==> src/rtl/tm_pkg.sv <==
// tm_pkg: move and halt encodings plus the power-on rule program
// shared by the tm_engine Turing machine and its rule table.
package tm_pkg;

   localparam logic [1:0] MV_STAY  = 2'b00;
   localparam logic [1:0] MV_RIGHT = 2'b01;
   localparam logic [1:0] MV_LEFT  = 2'b10;

   localparam logic [1:0] HC_HALT  = 2'd0;
   localparam logic [1:0] HC_LEFT  = 2'd1;
   localparam logic [1:0] HC_RIGHT = 2'd2;
   localparam logic [1:0] HC_LIMIT = 2'd3;

   typedef struct packed {
      logic       halt;
      logic [1:0] nxt;
      logic       wsym;
      logic [1:0] mv;
   } def_rule_t;

   // unary-add program, indexed by {state, read_sym}
   function automatic def_rule_t def_rule(input int a);
      def_rule_t r;
      case (a)
         0:       r = '{1'b0, 2'd1, 1'b0, MV_RIGHT};
         1:       r = '{1'b0, 2'd0, 1'b0, MV_STAY};
         2:       r = '{1'b0, 2'd2, 1'b1, MV_STAY};
         3:       r = '{1'b0, 2'd1, 1'b1, MV_RIGHT};
         4:       r = '{1'b0, 2'd3, 1'b0, MV_LEFT};
         5:       r = '{1'b0, 2'd2, 1'b1, MV_RIGHT};
         6:       r = '{1'b1, 2'd3, 1'b0, MV_STAY};
         7:       r = '{1'b1, 2'd3, 1'b0, MV_STAY};
         default: r = '{1'b1, 2'd0, 1'b0, MV_STAY};
      endcase
      return r;
   endfunction

endpackage

==> src/rtl/tm_rule_table.sv <==
// tm_rule_table: rule register file with one write port, one
// combinational read port, async reset to the default program.
module tm_rule_table
   import tm_pkg::*;
#(
   parameter int STATE_W = 2
) (
   input  logic               clk,
   input  logic               rst,
   input  logic               we,
   input  logic [STATE_W:0]   waddr,
   input  logic [STATE_W+3:0] wdata,
   input  logic [STATE_W:0]   raddr,
   output logic [STATE_W+3:0] rdata
);

   localparam int N = 2 ** (STATE_W + 1);

   logic [STATE_W+3:0] mem [N];

   // entries beyond the built-in program halt and rewrite the read symbol
   function automatic logic [STATE_W+3:0] dflt(input int a);
      def_rule_t d;
      d = def_rule(a);
      if (a < 8)
         return {d.halt, STATE_W'(d.nxt), d.wsym, d.mv};
      return {1'b1, STATE_W'(a >> 1), a[0], MV_STAY};
   endfunction

   always_ff @(posedge clk or posedge rst) begin
      if (rst) begin
         for (int i = 0; i < N; i++)
            mem[i] <= dflt(i);
      end else if (we) begin
         mem[waddr] <= wdata;
      end
   end

   assign rdata = mem[raddr];

endmodule

==> src/rtl/tm_engine.sv <==
// tm_engine: single-tape binary Turing machine, one transition
// per clock, programmable rule table, reports why it halted.
module tm_engine
   import tm_pkg::*;
#(
   parameter  int TAPE_LEN  = 16,
   parameter  int STATE_W   = 2,
   parameter  int STEP_W    = 8,
   parameter  int MAX_STEPS = 255,
   localparam int HEAD_W    = $clog2(TAPE_LEN)
) (
   input  logic                clk,
   input  logic                rst,
   input  logic                start,
   input  logic [TAPE_LEN-1:0] tape_in,
   input  logic [HEAD_W-1:0]   head_init,
   input  logic                rule_we,
   input  logic [STATE_W:0]    rule_addr,
   input  logic [STATE_W+3:0]  rule_data,
   output logic                busy,
   output logic                done,
   output logic [1:0]          halt_code,
   output logic [TAPE_LEN-1:0] tape_out,
   output logic [HEAD_W-1:0]   head_pos,
   output logic [STATE_W-1:0]  cur_state,
   output logic [STEP_W-1:0]   step_cnt
);

   typedef enum logic [1:0] {S_IDLE, S_RUN, S_DONE} fsm_t;

   fsm_t               fsm;
   logic [STATE_W+3:0] rd;
   logic               r_halt, r_wsym;
   logic [STATE_W-1:0] r_next;
   logic [1:0]         r_mv;
   logic               head_ok, sym;
   logic               go_l, go_r, at_l, at_r, last;
   logic               fin, mv_ok;
   logic [1:0]         hc;

   tm_rule_table #(.STATE_W(STATE_W)) u_tbl (
      .clk   (clk),
      .rst   (rst),
      .we    (rule_we & ~busy),
      .waddr (rule_addr),
      .wdata (rule_data),
      .raddr ({cur_state, sym}),
      .rdata (rd)
   );

   assign {r_halt, r_next, r_wsym, r_mv} = rd;

   assign head_ok = {1'b0, head_pos} < (HEAD_W + 1)'(TAPE_LEN);
   assign sym     = head_ok ? tape_out[head_pos] : 1'b0;
   assign go_l    = r_mv == MV_LEFT;
   assign go_r    = r_mv == MV_RIGHT;
   assign at_l    = head_pos == '0;
   assign at_r    = head_pos == HEAD_W'(TAPE_LEN - 1);
   assign last    = step_cnt == STEP_W'(MAX_STEPS - 1);

   // halt sources in priority order; a bad start head takes no step
   always_comb begin
      fin   = 1'b1;
      hc    = HC_HALT;
      mv_ok = 1'b0;
      if (!head_ok)          hc = HC_RIGHT;
      else if (r_halt)       hc = HC_HALT;
      else if (go_l && at_l) hc = HC_LEFT;
      else if (go_r && at_r) hc = HC_RIGHT;
      else begin
         mv_ok = 1'b1;
         if (last) hc = HC_LIMIT;
         else      fin = 1'b0;
      end
   end

   always_ff @(posedge clk or posedge rst) begin
      if (rst) begin
         fsm       <= S_IDLE;
         busy      <= 1'b0;
         done      <= 1'b0;
         halt_code <= '0;
         tape_out  <= '0;
         head_pos  <= '0;
         cur_state <= '0;
         step_cnt  <= '0;
      end else begin
         case (fsm)
            S_IDLE, S_DONE: begin
               if (start) begin
                  fsm       <= S_RUN;
                  busy      <= 1'b1;
                  done      <= 1'b0;
                  halt_code <= '0;
                  tape_out  <= tape_in;
                  head_pos  <= head_init;
                  cur_state <= '0;
                  step_cnt  <= '0;
               end
            end
            S_RUN: begin
               if (head_ok) begin
                  tape_out[head_pos] <= r_wsym;
                  cur_state          <= r_next;
                  step_cnt           <= step_cnt + STEP_W'(1);
               end
               if (mv_ok && go_l) head_pos <= head_pos - HEAD_W'(1);
               if (mv_ok && go_r) head_pos <= head_pos + HEAD_W'(1);
               if (fin) begin
                  fsm       <= S_DONE;
                  busy      <= 1'b0;
                  done      <= 1'b1;
                  halt_code <= hc;
               end
            end
            default: fsm <= S_IDLE;
         endcase
      end
   end

endmodule
==> config.mk <==
export PLATFORM = sky130hd
export DESIGN_NAME = tm_engine
export DESIGN_NICKNAME = d
export VERILOG_FILES = /design/src/rtl/tm_pkg.sv /design/src/rtl/tm_rule_table.sv /design/src/rtl/tm_engine.sv
export SDC_FILE = /design/constraint.sdc
export NUM_CORES = 1
export LEC_CHECK = 0
export CAP_MARGIN = 10
export CORE_MARGIN = 5
export CORE_UTILIZATION = 59
export CTS_BUF_LIST = sky130_fd_sc_hd__clkbuf_16
export CTS_CLUSTER_SIZE = 8
export DETAILED_ROUTE_END_ITERATION = 16
export MAX_ROUTING_LAYER = met4
export PLACE_DENSITY = 0.85
export SYNTH_ARGS = -nofsm -noshare
export SYNTH_HDL_FRONTEND = slang
export SYNTH_SLANG_ARGS = --single-unit
export TNS_END_PERCENT = 5
==> constraint.sdc <==
create_clock -name clk -period 9.6 [get_ports clk]
set_input_delay 1.92 -clock clk [delete_from_list [all_inputs] [get_ports clk]]
set_output_delay 1.92 -clock clk [all_outputs]
set_load 0.02 [all_outputs]
Yosys cells after proc, flatten, opt, wreduce, memory -nomap -nowiden. Index checks and enable logic that the tools add are counted.

Add/subtract/negate cells: 3. Order comparisons: 5. Equal/unequal tests: 9. Muxes and demuxes: 43. Bitwise gates (word level): 4. Reductions and logical operators: 14.

Operators by type and width (number): bitwise mux 48 bit (1); case mux 16 bit (2 select lines) (1); binary-select mux 6 bit (select 3 bit) (1); demux 6 bit (select 3 bit) (1); 2-to-1 mux 6 bit (3); bitwise mux 16 bit (1); 2-to-1 mux 16 bit (1); 2-to-1 mux 2 bit (8); case mux 8 bit (2 select lines) (1); 2-to-1 mux 1 bit (13); 2-to-1 mux 4 bit (3); case mux 2 bit (2 select lines) (3); adder 8 x 1 -> 8 bit (second input constant) (1); equality test 8 bit (second input constant) (1); greater-or-equal comparator 4 bit (second input constant) (2); 2-to-1 mux 8 bit (1); inverter 3 -> 4 bit (2); case mux 4 bit (2 select lines) (1); logical AND 1 bit (6); AND reduction 3 bit (2); < comparator 4 x 5 -> 1 bit (second input constant) (1); adder 4 x 1 -> 4 bit (second input constant) (1); binary-select mux 1 bit (select 4 bit) (1); demux 1 bit (select 4 bit) (1); other kinds (16) (21).

Register bits after elaboration: 84. Input port bits: 33. Word-level logic and storage cells: 94.

Depth between registers and ports, before layout. Gate-level depths: netlist of the first run.

Depth after elaboration: 15. Gate-level depth with buffers: 15.

By module. From an unflattened synthesis of the first run, not the netlist that was laid out.

Cells, all modules: 351. Area, all modules: 4372.9 um2.

Modules (own cells, without submodules): tm_rule_table (instances 1, cells each 133, area each 2292.2 um2, seq. area each 1224.9 um2); tm_engine (instances 1, cells each 218, area each 2080.7 um2, seq. area each 900.9 um2).

Least setup slack after synthesis of the first run. OpenSTA, ideal clock, no wires.

Kind: reg-to-reg. From: register head_pos[1]. To: register head_pos[3]. Setup time: 0.129 ns. Arrival: 3.861 ns. Data required time: 9.471 ns. Slack: 5.610 ns. Cell stages (with the launch flop): 16. Cell sequence: dfrtp_1 buf_6 mux4_2 mux2i_4 buf_6 mux2i_1 o221ai_1 o22ai_1 nand4_1 ha_1 a21o_1 a21oi_1 nor3_1 nand4_1 nand3_1 a2111o_1.

Cells in the longest elaborated chain, start to end: 14.

RTL lines: start: declaration (RTL line tm_engine.sv:24) `output logic [HEAD_W-1:0] head_pos,`; start signal: assignment (RTL line tm_engine.sv:96) `head_pos <= head_init;`; start signal: assignment (RTL line tm_engine.sv:107) `if (mv_ok && go_l) head_pos <= head_pos - HEAD_W'(1);`; start signal: assignment (RTL line tm_engine.sv:108) `if (mv_ok && go_r) head_pos <= head_pos + HEAD_W'(1);`; binary-select mux 1 bit (select 4 bit) (RTL line tm_engine.sv:54) `assign sym = head_ok ? tape_out[head_pos] : 1'b0;`; 2-to-1 mux 1 bit (not written as such) (RTL line tm_engine.sv:54); inverter 3 -> 4 bit (not written as such) (RTL line tm_rule_table.sv:39) `assign rdata = mem[raddr];`; binary-select mux 6 bit (select 3 bit) (RTL line tm_rule_table.sv:39); 2-to-1 mux 6 bit (not written as such) (2 in series) (RTL line tm_rule_table.sv:39); equality test 2 x 1 -> 1 bit (RTL line tm_engine.sv:56) `assign go_r = r_mv == MV_RIGHT;`; logical AND 1 bit (RTL line tm_engine.sv:69) `else if (go_r && at_r) hc = HC_RIGHT;`; 2-to-1 mux 1 bit (RTL line tm_engine.sv:69); 2-to-1 mux 1 bit (RTL line tm_engine.sv:68) `else if (go_l && at_l) hc = HC_LEFT;`; 2-to-1 mux 1 bit (RTL line tm_engine.sv:67) `else if (r_halt) hc = HC_HALT;`; logical AND 1 bit (on tied branches) (RTL line tm_engine.sv:107, tm_engine.sv:108); inequality test 3 bit (no source line) or 2-to-1 mux 4 bit (tied branches); AND reduction 3 bit (no source line) or case mux 4 bit (2 select lines) (tied branches).

Several ways; a longest one is shown, not always the timed one. The select of a mux whose other input is x is not followed. A chain may end at the register's enable or synchronous reset.

Worst setup path in the final report of the first run. Ends and elaborated chain as after synthesis.

==> results of run 1 <==
## routing by layer
| layer | up-vias | part of all wire | track usage |
|---|---|---|---|
| li1 | 1692 | - | - |
| met1 | 1909 | 0.43 | 0.319 |
| met2 | 133 | 0.49 | 0.369 |
| met3 | 28 | 0.062 | 0.0439 |
| met4 | 0 | 0.025 | 0.105 |
| met5 | - | 0 | - |
## worst paths after layout
check / depth (start not counted) / startpoint / endpoint
min reg2reg: 1 / done / done
max: 13 / head_pos[1] / head_pos[3]
min in group asynchronous: 3 / rst / step_cnt[4]
min: 1 / done / done
max reg2reg: 13 / head_pos[1] / head_pos[3]
max in group asynchronous: 3 / rst / u_tbl.mem[25]
## power by group through the flow
stage / sequential (uW) / clock, uW / combinational, uW
3_5_place_dp: 726 / 0 / 1110
2_1_floorplan: 710 / 0 / 809
3_3_place_gp: 713 / 0 / 1060
4_1_cts: 721 / 391 / 1120
5_1_grt: 752 / 406 / 1210
6_report: 726 / 387 / 1130
## kinds of logic (layout without fill, tap and decap cells)
group / after synthesis / in the layout / synth area share
mux: 84 / 84 / 0.229
buf+inv: 29 / 90 / 0.0277
simple gates: 149 / 149 / 0.163
xor+xnor: 1 / 1 / 0.00188
compound gates: 77 / 77 / 0.108
fa+ha+maj: 5 / 5 / 0.0151
flops: 84 / 84 / 0.457
## through the flow
stage,hold WS (ns),total power [uW]
finish,0.480,2240
global route,0.497,2370
CTS,0.487,2230
detailed placement,0.473,1840
global placement,0.461,1770
floorplan,0.474,1520
## layout by cell type, fill, tap and decap left out, types with 3 or more instances in the layout
cell             Yosys  layout
ha_1                 4       4
bufinv_16            0       3
nand4_1              8       8
a31oi_1              7       7
and3_1               3       3
clkdlybuf4s50_1      0      66
dfstp_2             19      19
nor3b_1              4       4
mux4_2              10      10
nor3_1              14      14
buf_4                1       4
nand3b_1            11      11
o221ai_1             6       6
nand3_1             10      10
nand2b_1             6       6
nor2_1              25      25
o21ai_0             18      18
mux2i_1             15      15
inv_1                3       5
clkbuf_16            0       9
dfrtp_1             65      65
a21oi_1             18      18
a21o_1               4       4
mux2_2              52      52
nand2_1             53      53
o211ai_1             3       3
o21ai_1              6       6
mux2_1               4       4
or3b_2               6       6
## area by class of cell
cell class / count / share of cell area
inverters: 4 / 0.00286
clock inverters: 7 / 0.0193
well taps: 102 / 0.0224
flip-flops and latches: 84 / 0.373
multi-input cells: 316 / 0.421
clock buffers: 9 / 0.0395
repair buffers: 70 / 0.121
## registers in the layout, indices dropped and copies added, names as in the netlist, 2 cells and up
name / cells
u_tbl.mem: 48
halt_code: 2
cur_state: 2
step_cnt: 8
head_pos: 4
fsm: 2
tape_out: 16
==> results.ini, run 1 <==
[cts]
numCtsBuffers=9
clk_pin_slew_worst_paths_ns=0.06
clk_latency_ns=0.34
hold_buffers=0
cts_max_level=3
clkSinkCount=84
root_buffer=clkbuf_16
cts_resized=0
tritoncts=yes
postCtsSetupRepairBufs=0
clockBufferDepth=2

[synthesis]
synth_ff_type=dfrtp_1
syn_inst=429
synth_common_cells=dfrtp_1, nand2_1, mux2_2
synth_edf_count=0
synth_area_leaders=dfrtp_1, mux2_2, dfstp_2, mux4_2, nand2_1
syn_nets=467
synth_most_common_cell=dfrtp_1
synth_top_area_share=0.349
ys_types=53
syn_avg_cell_area_um2=10.9
yosysTopAreaCell=dfrtp_1
seq_area_frac_synth=0.457
synthesis.area_um2=4660
synthArstFlopShare=1.00
synth_seq_cells=84
yosysWarnings=0

[power_and_ir_drop]
combPwrFrac=0.503
seqPwrFrac=0.324
power_density_nw_per_um2=393
power_leakage_uw=0.00232
switching_share=0.400
p_sw_uw=895
p_int_uw=1350
irDropWorstVdd_v=0.000204
p_clk_frac=0.173

[timing]
setup_viol=0
fin_skew_ns=0.00801
rsz0062_at_grt=no
fin_crit_sh=0.512
worst_pin_slew_ns=1.29
hold_violations=0
max_freq_mhz=203
fin_setup_tns_ns=0
setup_slack_ns=4.68
slew_headroom=0.138
drv_slew=0
layout_min_cycle_time_ns=4.92

[die]
die_y_um=98.8
core_um2=7690
die_area_um2=9770
num_rows=32
start_util=0.606
die_w_um=98.8
pin_count=67

[finish]
fin_util=0.741
nNetsFinal=523
final_area_um2=5700
multi_input_area_um2=2400
diodes=0
regArea_um2=2130
fillCellCount=527
drive_gt1_frac=0.231
final_cells=592
syn_to_final_growth_pct=22.4

[critical_path]
cpPeakStageDelay_ns=0.74
critPathMaxFanout=19
critPathRequiredTime_ns=9.82
cp.arrival_ns=5.14
crit_buf_inv=0
rrSetupSlack_ns=4.68
critPathTopFamily=compound AO/OA/AOI/OAI gates
cp-end-kind=register
path_common_cell=nand4_1
critPathKind=register to register
critical_path.cell_chain=mux4_2 > mux2i_4 > mux2i_1 > o221ai_1 > o22ai_1 > nand4_1 > ha_1 > a21o_1 > a21oi_1 > nor3_1 > nand4_1 > nand3_1 > a2111o_1
slowest_stage=dfrtp_1
critPathLaunchType=register

[grt]
grt_max_degree=85
grt_pass1_vias=3585
antenna_found_initial=0
grt_usage=0.242
overflow=0
grt_pass1_wl_um=18500

[route]
ant_nets=0
first_iter_violations=221
routed_wl_um=11200
vias_per_cell=6.35
drc=0
dr_total_vias=3762
wl_per_cell_um=18.9
first_pass_iters=4

[place]
gp_congestion=0.891
place.port_buffers=66
dp_slack_ns=4.80
detailedPlacementHpwl_um=7650
dp.cells=576
placed_area_um2=5360

[flow_run]
cap_violations=0

[run_status]
status=completed

[min_path]
hold_path.class=register to register

Power figures use the tool's default switching activity.
==> inputs of run 2 (changes only) <==
--- a/config.mk
+++ b/config.mk
@@ -7,12 +7,12 @@
 export LEC_CHECK = 0
 export CAP_MARGIN = 10
 export CORE_MARGIN = 5
-export CORE_UTILIZATION = 59
+export CORE_UTILIZATION = 50
 export CTS_BUF_LIST = sky130_fd_sc_hd__clkbuf_16
 export CTS_CLUSTER_SIZE = 8
 export DETAILED_ROUTE_END_ITERATION = 16
 export MAX_ROUTING_LAYER = met4
-export PLACE_DENSITY = 0.85
+export PLACE_DENSITY = 0.76
 export SYNTH_ARGS = -nofsm -noshare
 export SYNTH_HDL_FRONTEND = slang
 export SYNTH_SLANG_ARGS = --single-unit
==> constraint.sdc (replaced) <==
create_clock -name clk -period 4.1 [get_ports clk]
set_input_delay 0.82 -clock clk [delete_from_list [all_inputs] [get_ports clk]]
set_output_delay 0.82 -clock clk [all_outputs]
set_load 0.02 [all_outputs]
==> run 2 against run 1 <==
  * Hold slack worse by 0.0058 ns
  * Largest cell class unchanged
  * Final cell count increased by 5.1%
  * First-iteration DRC count grew 1.8%
==> results.ini, run 2 (synthesis results as in run 1) <==
[timing]
fin_crit_sh=0.939
slew_headroom=0.471
hold_violations=0
max_freq_mhz=260
fin_skew_ns=0.00560
setup_viol=0
setup_slack_ns=0.250
drv_slew=0
fin_setup_tns_ns=0
rsz0062_at_grt=no
layout_min_cycle_time_ns=3.85
worst_pin_slew_ns=0.793

[cts]
numCtsBuffers=9
root_buffer=clkbuf_16
clk_latency_ns=0.34
hold_buffers=0
clk_pin_slew_worst_paths_ns=0.06
cts_max_level=3
clockBufferDepth=2
clkSinkCount=84
tritoncts=yes

[route]
dr_total_vias=3767
ant_nets=0
vias_per_cell=6.06
first_iter_violations=225
wl_met1_um=4890
top_layer=met4
wl_per_cell_um=18.7
met3WireLength_um=617
routed_wl_um=11600
drc=0
routed-wl-met2_um=5860
first_pass_iters=5

[grt]
grt_pass1_wl_um=18900
grt_usage=0.218
antenna_found_initial=0
grt_pass1_vias=3771
overflow=0
grt_max_degree=33

[finish]
final_cell_mix=clkdlybuf4s50_1, dfrtp_1, nand2_1
final_common_cell=clkdlybuf4s50_1
fin_util=0.641
syn_to_final_growth_pct=26.1
reg_top3=u_tbl.mem x48, tape_out x16, step_cnt x8
nNetsFinal=544
fillCellCount=712
largest_reg_flops=48
largest_register=u_tbl.mem
diodes=0
drive_gt1_frac=0.268

[power_and_ir_drop]
irDropWorstVdd_v=0.000403
power_leakage_uw=0.00240
power_density_nw_per_um2=939

[critical_path]
critPathMaxFanout=13
critPathLaunchType=register
cp.arrival_ns=4.07
critPathKind=register to register
critical_path.cell_chain=mux4_2 > mux2i_4 > buf_12 > buf_4 > or3b_2 > a31oi_1 > o22a_4 > nand4_1 > buf_4 > ha_1 > a21oi_1 > nor3_1 > nand4_1 > nand3_1 > a2111o_1
cpPeakStageDelay_ns=0.50
critPathRequiredTime_ns=4.32
slowest_stage=dfrtp_2
cp-end-kind=register

[place]
dp_slack_ns=0.0644
detailedPlacementHpwl_um=8450
gp_congestion=0.927
place.port_buffers=66

[die]
start_util=0.509
die_y_um=106
core_um2=9150
die_w_um=106
pin_count=67
die_area_um2=11300
num_rows=35

[flow_run]
cap_violations=0

[run_status]
status=completed

[min_path]
hold_path.class=register to register

[run 2: changes by cell type in the layout (fill, tap and decap cells not counted), sizes merged]
cell / before / now
buf: 4 / 25
bufinv: 3 / 1
clkinvlp: 0 / 2
[run 2: report_power, final]
part	switching, uW	internal [uW]	leakage [uW]
registers	379	1280	0.00101
logic	1450	1590	0.00125
clock network	341	475	0.000144
total	2170	3340	0.00240
[run 2: path summary, 6_finish.rpt]
check | end | slack [ns] | start | cells past startpoint
setup / recovery | head_pos[3] | 0.25 | head_pos[1] | 15
hold / removal | done | 0.47 | done | 1
setup reg to reg | head_pos[3] | 0.25 | head_pos[1] | 15
hold reg to reg | done | 0.47 | done | 1
max in group asynchronous | u_tbl.mem[19] | 2.43 | rst | 3
min in group asynchronous | step_cnt[5] | 0.84 | rst | 2
[run 2: metrics by stage]
stage | hold slack, ns | cells | power (uW) | area, um^2
finish | 0.475 | 622 | 5510 | 5870
global route | 0.515 | 622 | 5860 | 5870
CTS | 0.482 | 618 | 5330 | 5800
detailed placement | 0.467 | 602 | 4500 | 5500
global placement | 0.460 | 602 | 4370 | 5500
floorplan | 0.474 | 429 | 3560 | 4660
[run 2: repair_timing]
item	in CTS	in global routing
setup buffers	0	4
setup endpoints to repair	0	1
resized for setup	0	1
[run 2: final cells by class]
| type | count | area [um^2] | share of cell area |
|---|---|---|---|
| Multi-Input combinational cell | 316 | 2400 | 0.409 |
| Inverter | 4 | 16.3 | 0.00277 |
| Clock buffer | 9 | 225 | 0.0384 |
| Clock inverter | 7 | 75.1 | 0.0128 |
| Tap cell | 111 | 139 | 0.0237 |
| Timing Repair Buffer | 91 | 886 | 0.151 |
| Sequential cell | 84 | 2130 | 0.362 |
[run 2: critical path: cells and delay by family (launching register included)]
family	cells	cell delay, ns
AND/OR/NAND/NOR	5	0.83
flip-flops	1	0.50
buffers and inverters	3	0.47
multiplexers	2	0.48
adder cells (fa/ha/maj)	1	0.30
AO/OA/AOI/OAI	4	1.13
[run 2: per-layer routing]
layer,vias up,GRT usage
met1,1897,0.276
met2,115,0.357
met4,0,0.0731
met3,25,0.0413
li1,1730,-
met5,-,-
